--- config.mk ---
export PLATFORM = sky130hd
export DESIGN_NAME = led_display_ctrl
export DESIGN_NICKNAME = d
export VERILOG_FILES = /design/src/rtl/led_display_ctrl.sv
export SDC_FILE = /design/constraint.sdc
export NUM_CORES = 1
export LEC_CHECK = 0
export CAP_MARGIN = 20
export CORE_AREA = 2 2 155 96
export CTS_CLUSTER_DIAMETER = 120
export DETAILED_ROUTE_END_ITERATION = 8
export DIE_AREA = 0 0 157 98
export PLACE_DENSITY = 0.66
export SYNTH_ARGS = -nofsm -noshare
export SYNTH_HDL_FRONTEND = slang
export SYNTH_SLANG_ARGS = --single-unit
--- constraint.sdc ---
create_clock -name clk -period 4.3 [get_ports clk]
set_input_delay 0.43 -clock clk [delete_from_list [all_inputs] [get_ports clk]]
set_output_delay 0.43 -clock clk [all_outputs]
set_load 0.01 [all_outputs]
--- src/rtl/led_display_ctrl.sv ---
// LED bank owner: software pattern beats the ADC level meter, which beats the heartbeat.
// Define LED_DISP_PEAK_DOT_EN to show the instantaneous bar plus a peak dot instead of the held bar.
module led_display_ctrl #(
  parameter int ADC_WIDTH        = 14,
  parameter int AXIS_TDATA_WIDTH = 32,
  parameter int BIT_OFFSET       = 0,
  parameter int HOLD_CYCLES      = 12500000,
  parameter int DECAY_CYCLES     = 1250000,
  parameter int IDLE_CYCLES      = 1250000,
  parameter int BLINK_CYCLES     = 62500000
) (
  input  logic                        clk,
  input  logic                        rst,
  input  logic [AXIS_TDATA_WIDTH-1:0] S_AXIS_tdata,
  input  logic                        S_AXIS_tvalid,
  output logic                        S_AXIS_tready,
  input  logic                        sw_req,
  input  logic [7:0]                  sw_pattern,
  output logic                        sw_grant,
  output logic [1:0]                  mode,
  output logic [7:0]                  led_out
);

  localparam int W       = ADC_WIDTH - BIT_OFFSET;
  localparam int MAX_HD  = (HOLD_CYCLES > DECAY_CYCLES) ? HOLD_CYCLES : DECAY_CYCLES;
  localparam int MAX_IB  = (IDLE_CYCLES > BLINK_CYCLES) ? IDLE_CYCLES : BLINK_CYCLES;
  localparam int MAX_CYC = (MAX_HD > MAX_IB) ? MAX_HD : MAX_IB;
  localparam int CNT_W   = (MAX_CYC > 2) ? $clog2(MAX_CYC) : 1;

  localparam logic [CNT_W-1:0] CNT_ONE    = CNT_W'(1);
  localparam logic [CNT_W-1:0] HOLD_LOAD  = CNT_W'(HOLD_CYCLES - 1);
  localparam logic [CNT_W-1:0] DECAY_LOAD = CNT_W'(DECAY_CYCLES - 1);
  localparam logic [CNT_W-1:0] IDLE_LOAD  = CNT_W'(IDLE_CYCLES - 1);
  localparam logic [CNT_W-1:0] BLINK_LAST = CNT_W'(BLINK_CYCLES - 1);
  localparam logic [W-2:0]     MAG_ONE    = (W-1)'(1);

  typedef enum logic [1:0] {HB = 2'd0, METER = 2'd1, SW = 2'd2} state_t;

  state_t           state_reg;
  logic [W-1:0]     sample;
  logic [W-2:0]     mag;
  logic [3:0]       level_now;
  logic [3:0]       peak_reg;
  logic [CNT_W-1:0] hold_cnt;
  logic [CNT_W-1:0] decay_cnt;
  logic [CNT_W-1:0] idle_cnt;
  logic [CNT_W-1:0] blink_cnt;
  logic             blink_phase;
  logic             stream_active;
  logic [7:0]       meter_leds;
  logic             unused_tdata;

  function automatic logic [7:0] bar(input logic [3:0] n);
    return 8'hFF >> (4'd8 - n);
  endfunction

  assign S_AXIS_tready = 1'b1;
  assign sample        = S_AXIS_tdata[W-1:0];
  assign unused_tdata  = ^S_AXIS_tdata[AXIS_TDATA_WIDTH-1:W];
  assign stream_active = S_AXIS_tvalid | (idle_cnt != '0);

  // Most-negative code has no positive twin, so it saturates to full scale.
  always_comb begin
    if (!sample[W-1])
      mag = sample[W-2:0];
    else if (sample[W-2:0] == '0)
      mag = '1;
    else
      mag = ~sample[W-2:0] + MAG_ONE;
    level_now = (mag == '0) ? 4'd0 : ({1'b0, mag[W-2:W-4]} + 4'd1);
  end

`ifdef LED_DISP_PEAK_DOT_EN
  logic [3:0] level_reg;

  always_ff @(posedge clk) begin
    if (!rst)
      level_reg <= 4'd0;
    else if (S_AXIS_tvalid)
      level_reg <= level_now;
  end

  always_comb begin
    meter_leds = bar(level_reg);
    if (peak_reg != 4'd0)
      meter_leds = meter_leds | (8'h01 << (peak_reg - 4'd1));
  end
`else
  always_comb begin
    meter_leds = bar(peak_reg);
  end
`endif

  always_ff @(posedge clk) begin
    if (!rst)
      idle_cnt <= '0;
    else if (S_AXIS_tvalid)
      idle_cnt <= IDLE_LOAD;
    else if (idle_cnt != '0)
      idle_cnt <= idle_cnt - CNT_ONE;
  end

  always_ff @(posedge clk) begin
    if (!rst) begin
      state_reg   <= HB;
      mode        <= 2'd0;
      sw_grant    <= 1'b0;
      led_out     <= 8'hFF;
      peak_reg    <= 4'd0;
      hold_cnt    <= '0;
      decay_cnt   <= '0;
      blink_cnt   <= '0;
      blink_phase <= 1'b0;
    end else begin
      // Peak hold: a new or equal level refreshes the hold window, then decay one step at a time.
      if (S_AXIS_tvalid && ((level_now > peak_reg) ||
                            ((level_now == peak_reg) && (peak_reg != 4'd0)))) begin
        peak_reg  <= level_now;
        hold_cnt  <= HOLD_LOAD;
        decay_cnt <= '0;
      end else if (hold_cnt != '0) begin
        hold_cnt <= hold_cnt - CNT_ONE;
      end else if (peak_reg != 4'd0) begin
        if (decay_cnt == '0) begin
          peak_reg  <= peak_reg - 4'd1;
          decay_cnt <= DECAY_LOAD;
        end else begin
          decay_cnt <= decay_cnt - CNT_ONE;
        end
      end

      if (blink_cnt == BLINK_LAST) begin
        blink_cnt   <= '0;
        blink_phase <= ~blink_phase;
      end else begin
        blink_cnt <= blink_cnt + CNT_ONE;
      end

      case (state_reg)
        HB:      led_out <= blink_phase ? 8'h00 : 8'h01;
        METER:   led_out <= meter_leds;
        default: led_out <= sw_pattern;
      endcase

      // Transitions into HB override the peak and blink updates above.
      case (state_reg)
        HB: begin
          if (sw_req) begin
            state_reg <= SW;
            mode      <= 2'd2;
            sw_grant  <= 1'b1;
          end else if (stream_active) begin
            state_reg <= METER;
            mode      <= 2'd1;
            sw_grant  <= 1'b0;
          end
        end
        METER: begin
          if (sw_req) begin
            state_reg <= SW;
            mode      <= 2'd2;
            sw_grant  <= 1'b1;
          end else if (!stream_active) begin
            state_reg   <= HB;
            mode        <= 2'd0;
            sw_grant    <= 1'b0;
            peak_reg    <= 4'd0;
            hold_cnt    <= '0;
            decay_cnt   <= '0;
            blink_cnt   <= '0;
            blink_phase <= 1'b0;
          end
        end
        default: begin
          if (!sw_req) begin
            if (stream_active) begin
              state_reg <= METER;
              mode      <= 2'd1;
              sw_grant  <= 1'b0;
            end else begin
              state_reg   <= HB;
              mode        <= 2'd0;
              sw_grant    <= 1'b0;
              peak_reg    <= 4'd0;
              hold_cnt    <= '0;
              decay_cnt   <= '0;
              blink_cnt   <= '0;
              blink_phase <= 1'b0;
            end
          end
        end
      endcase
    end
  end

endmodule

==> results.toml, run 1 <==
[cts]
path_clk_slew_ps = 60
clock_path_buffers = 2
h-tree-depth = 4
clk_latency_ps = 420
cts_inserted_buffers = 17
cts_sinks = 120
cts_tree = "done"
clock-root-buffer = "clkbuf_16"

[routing]
avgViaCountPerCell = 5.387
drt-total-wl_mm = 14.16
ant_nets = 0
vias = 5398
drcViolationCount = 0
routedWlPerCell_um = 14.13
drt_iter0_markers = 310
dr.pass1.iters = 5

[worst_hold_path]
min-delay-start = "blink_cnt[0]"
holdCritPathClass = "register to register"
hold_end = "blink_cnt[0]"
min_delay_path_depth = 1

[worst_setup_path]
endpoint_kind = "register"
crit_required_ps = 4590
slowest_stage = "or4b_4"
slowest_delay_ps = 460
crit_arrival_ps = 4270
rr_worst_depth = 6
path_cells = "clkdlybuf4s50_1, inv_2, ha_4, or4b_4, o41a_1, o21ai_2, ha_1, nor2b_2, o2111ai_2, nor4_2, buf_4, nand2_1, and2_1, ha_1, nand3_1, a21oi_2, o21ai_4, buf_4, nand3b_1, nor4b_2"
cp-start-kind = "input port"
crit_type = "input port to register"
reg2reg_slack_ps = 1020
cp_max_fo = 6
timing.rr.end = "blink_cnt[25]"
rr_startpoint = "idle_cnt[10]"

[synthesis]
synth_top_family_by_area = "simple AND/OR/NAND/NOR gates"
synth-xor-area-share_pct = 12.57
syn_nets = 794
muxShareOfSynthArea_pct = 0.8068
yosysTopAreaCell = "dfxtp_1"
post-synth-top-count-cell = "dfxtp_1"
synth_seq_cells = 120
ys.flop_type = "dfxtp_1"
yosys.area_share.simple_pct = 29.79
synth_compound_area_share_pct = 11.40
synth_top_area_share_pct = 38.73
post_synth.cell_area_avg_sq_um = 8.440
synth_area_leaders = "dfxtp_1 (39%), xor2_1 (7.9%), nor2_1 (6.4%)"
ys_top_cells_by_count = "dfxtp_1 (120), nor2_1 (106), xor2_1 (56)"
synth-seq-area-share_pct = 38.73
synth.distinct_cells = 64
synth-edff-count = 0
synth_warnings = 0
synth_adder_area_share_pct = 3.025
syn-cell-area_sq_um = 6203
synth_cells = 735
synthArstFlopShare_pct = 0

[sta]
max_freq_ghz = 0.2514
finalMaxSlewViolations = 0
setup_viol = 0
fin_skew_ps = 13.15
tns_ps = 0
fin_crit_sh_pct = 92.52
worst_slack_ps = 321.9
slew_headroom_pct = 39.53
timing.final.hold_violations = 0
rsz0062_at_grt = "false"
worst_slew_pin_slew_ps = 907.1
min_period_ps = 3978

[floorplan]
start_util_pct = 44.06
die_x_um = 157
die_h_um = 98
std_cell_rows = 34
io_pins = 56
core_area_sq_um = 14080
die_area_sq_um = 15390

[final_layout]
nNetsFinal = 850
final_util_pct = 53.78
fill_cells = 1282
antennaDiodeCount = 0
area_growth_pct = 22.07
drive_gt1_share_pct = 11.07
stdcell_count = 1002

[run_status]
outcome = "completed"

[grt]
grt_pass1_wl_mm = 23.91
grt_pass1_vias = 5098
grt_use_total_pct = 19.21
antenna_found_initial = 0
grt_max_degree = 26
gr-total-overflow = 0

[power]
power_mw = 3.877
peakVddDrop_uv = 319.9
p_per_area_nw_per_um2 = 512.0
p_leak_nw = 2.830

[placed_design]
place_ws_ps = -573.3
dp_hpwl_mm = 10.12
dp_cells = 967
gp_congestion = 0.8771
io_buffers = 36

[job]
max_cap_viol_count = 0
[cell usage in the layout, fill, tap and decap left out, types with 9 or more instances in the layout]
cell / n
inv_1: 20
clkbuf_16: 17
xnor2_1: 33
dfxtp_1: 120
nor2_1: 106
o21ai_0: 18
a21oi_1: 31
and3_1: 9
clkdlybuf4s50_1: 36
nand3_1: 40
or4_1: 18
nand2_1: 49
ha_1: 14
a21boi_0: 10
nor4_1: 18
nand3b_1: 10
buf_4: 30
or3_1: 12
nor3_1: 18
nand4_1: 9
xor2_1: 56
[worst max-delay path by stage]
stage                    startpoint            to  slack, ps  cells after the start
floorplan           S_AXIS_tdata[0]   peak_reg[2]        100                     18
global placement    S_AXIS_tdata[0]  hold_cnt[25]       -380                     19
detailed placement  S_AXIS_tdata[0]  hold_cnt[25]       -570                     19
CTS                 S_AXIS_tdata[0]  hold_cnt[25]         10                     19
global route        S_AXIS_tdata[1]   peak_reg[0]         80                     22
finish              S_AXIS_tdata[0]   peak_reg[0]        320                     20
[logic make-up (layout without fill, tap and decap cells)]
| family | after synthesis | after routing |
|---|---|---|
| buffers and inverters | 52 | 121 |
| adders and majority gates | 15 | 15 |
| and+or+nand+nor | 345 | 345 |
| muxes | 5 | 5 |
| AOI/OAI and AO/OA | 108 | 108 |
| other | 1 | 1 |
| DFF | 120 | 120 |
| xor gates and xnor gates | 89 | 89 |
[routing by layer]
| layer | track usage, % | up-vias | routed length, um | part of all wire, % |
|---|---|---|---|---|
| met3 | 4.705 | 12 | 569 | 4.0 |
| met4 | 5.787 | 0 | 115 | 0.81 |
| met1 | 27.02 | 2563 | 7372 | 52 |
| met2 | 29.12 | 106 | 6105 | 43 |
| met5 | 0 | - | 0 | 0 |
| li1 | - | 2717 | - | - |
[final cells by class]
cell class / instances / area [sq um] / area share (%)
Inverter: 22 / 82.58 / 1.091
Clock buffer: 17 / 425.4 / 5.618
Timing Repair Buffer: 67 / 605.6 / 7.997
Tap cell: 198 / 247.7 / 3.272
Clock inverter: 15 / 166.4 / 2.198
Sequential cell: 120 / 2402 / 31.73
Multi-Input combinational cell: 563 / 3642 / 48.10
[critical path, delay by kind of cell]
kind / cells / cell delay (ps)
AO/OA/AOI/OAI: 5 / 1000
AND/OR/NAND/NOR: 8 / 1420
buffers and inverters: 4 / 840
adder cells (fa/ha/maj): 3 / 600
[power by group]
part,total [mW],internal [mW],switching [mW]
clock,1.42,0.863,0.553
combinational,1.09,0.463,0.625
sequential,1.37,1.25,0.128
[repair_timing]
item                       4_1_cts  5_1_grt
hold buffers                     0        0
setup endpoints to repair       39       56
setup buffers                    2        1
pin swaps                        1        4
gates cloned                     0        0
gates resized for setup          3       11
[metrics by stage]
stage,hold WS [ps],instance area (sq um)
2_1_floorplan,430.2,6207
3_3_place_gp,445.8,6900
3_5_place_dp,456.9,6900
4_1_cts,469.9,7523
5_1_grt,488.9,7572
6_report,459.5,7572
Power figures use the tool's default switching activity.
==> run 2: changes to the inputs <==
--- a/config.mk
+++ b/config.mk
@@ -11,6 +11,7 @@
 export DETAILED_ROUTE_END_ITERATION = 8
 export DIE_AREA = 0 0 157 98
 export PLACE_DENSITY = 0.66
+export SLEW_MARGIN = 30
 export SYNTH_ARGS = -nofsm -noshare
 export SYNTH_HDL_FRONTEND = slang
 export SYNTH_SLANG_ARGS = --single-unit
==> results of run 2 <==
Same layout as run 1: the final DEF is identical, and so are final timing and power.
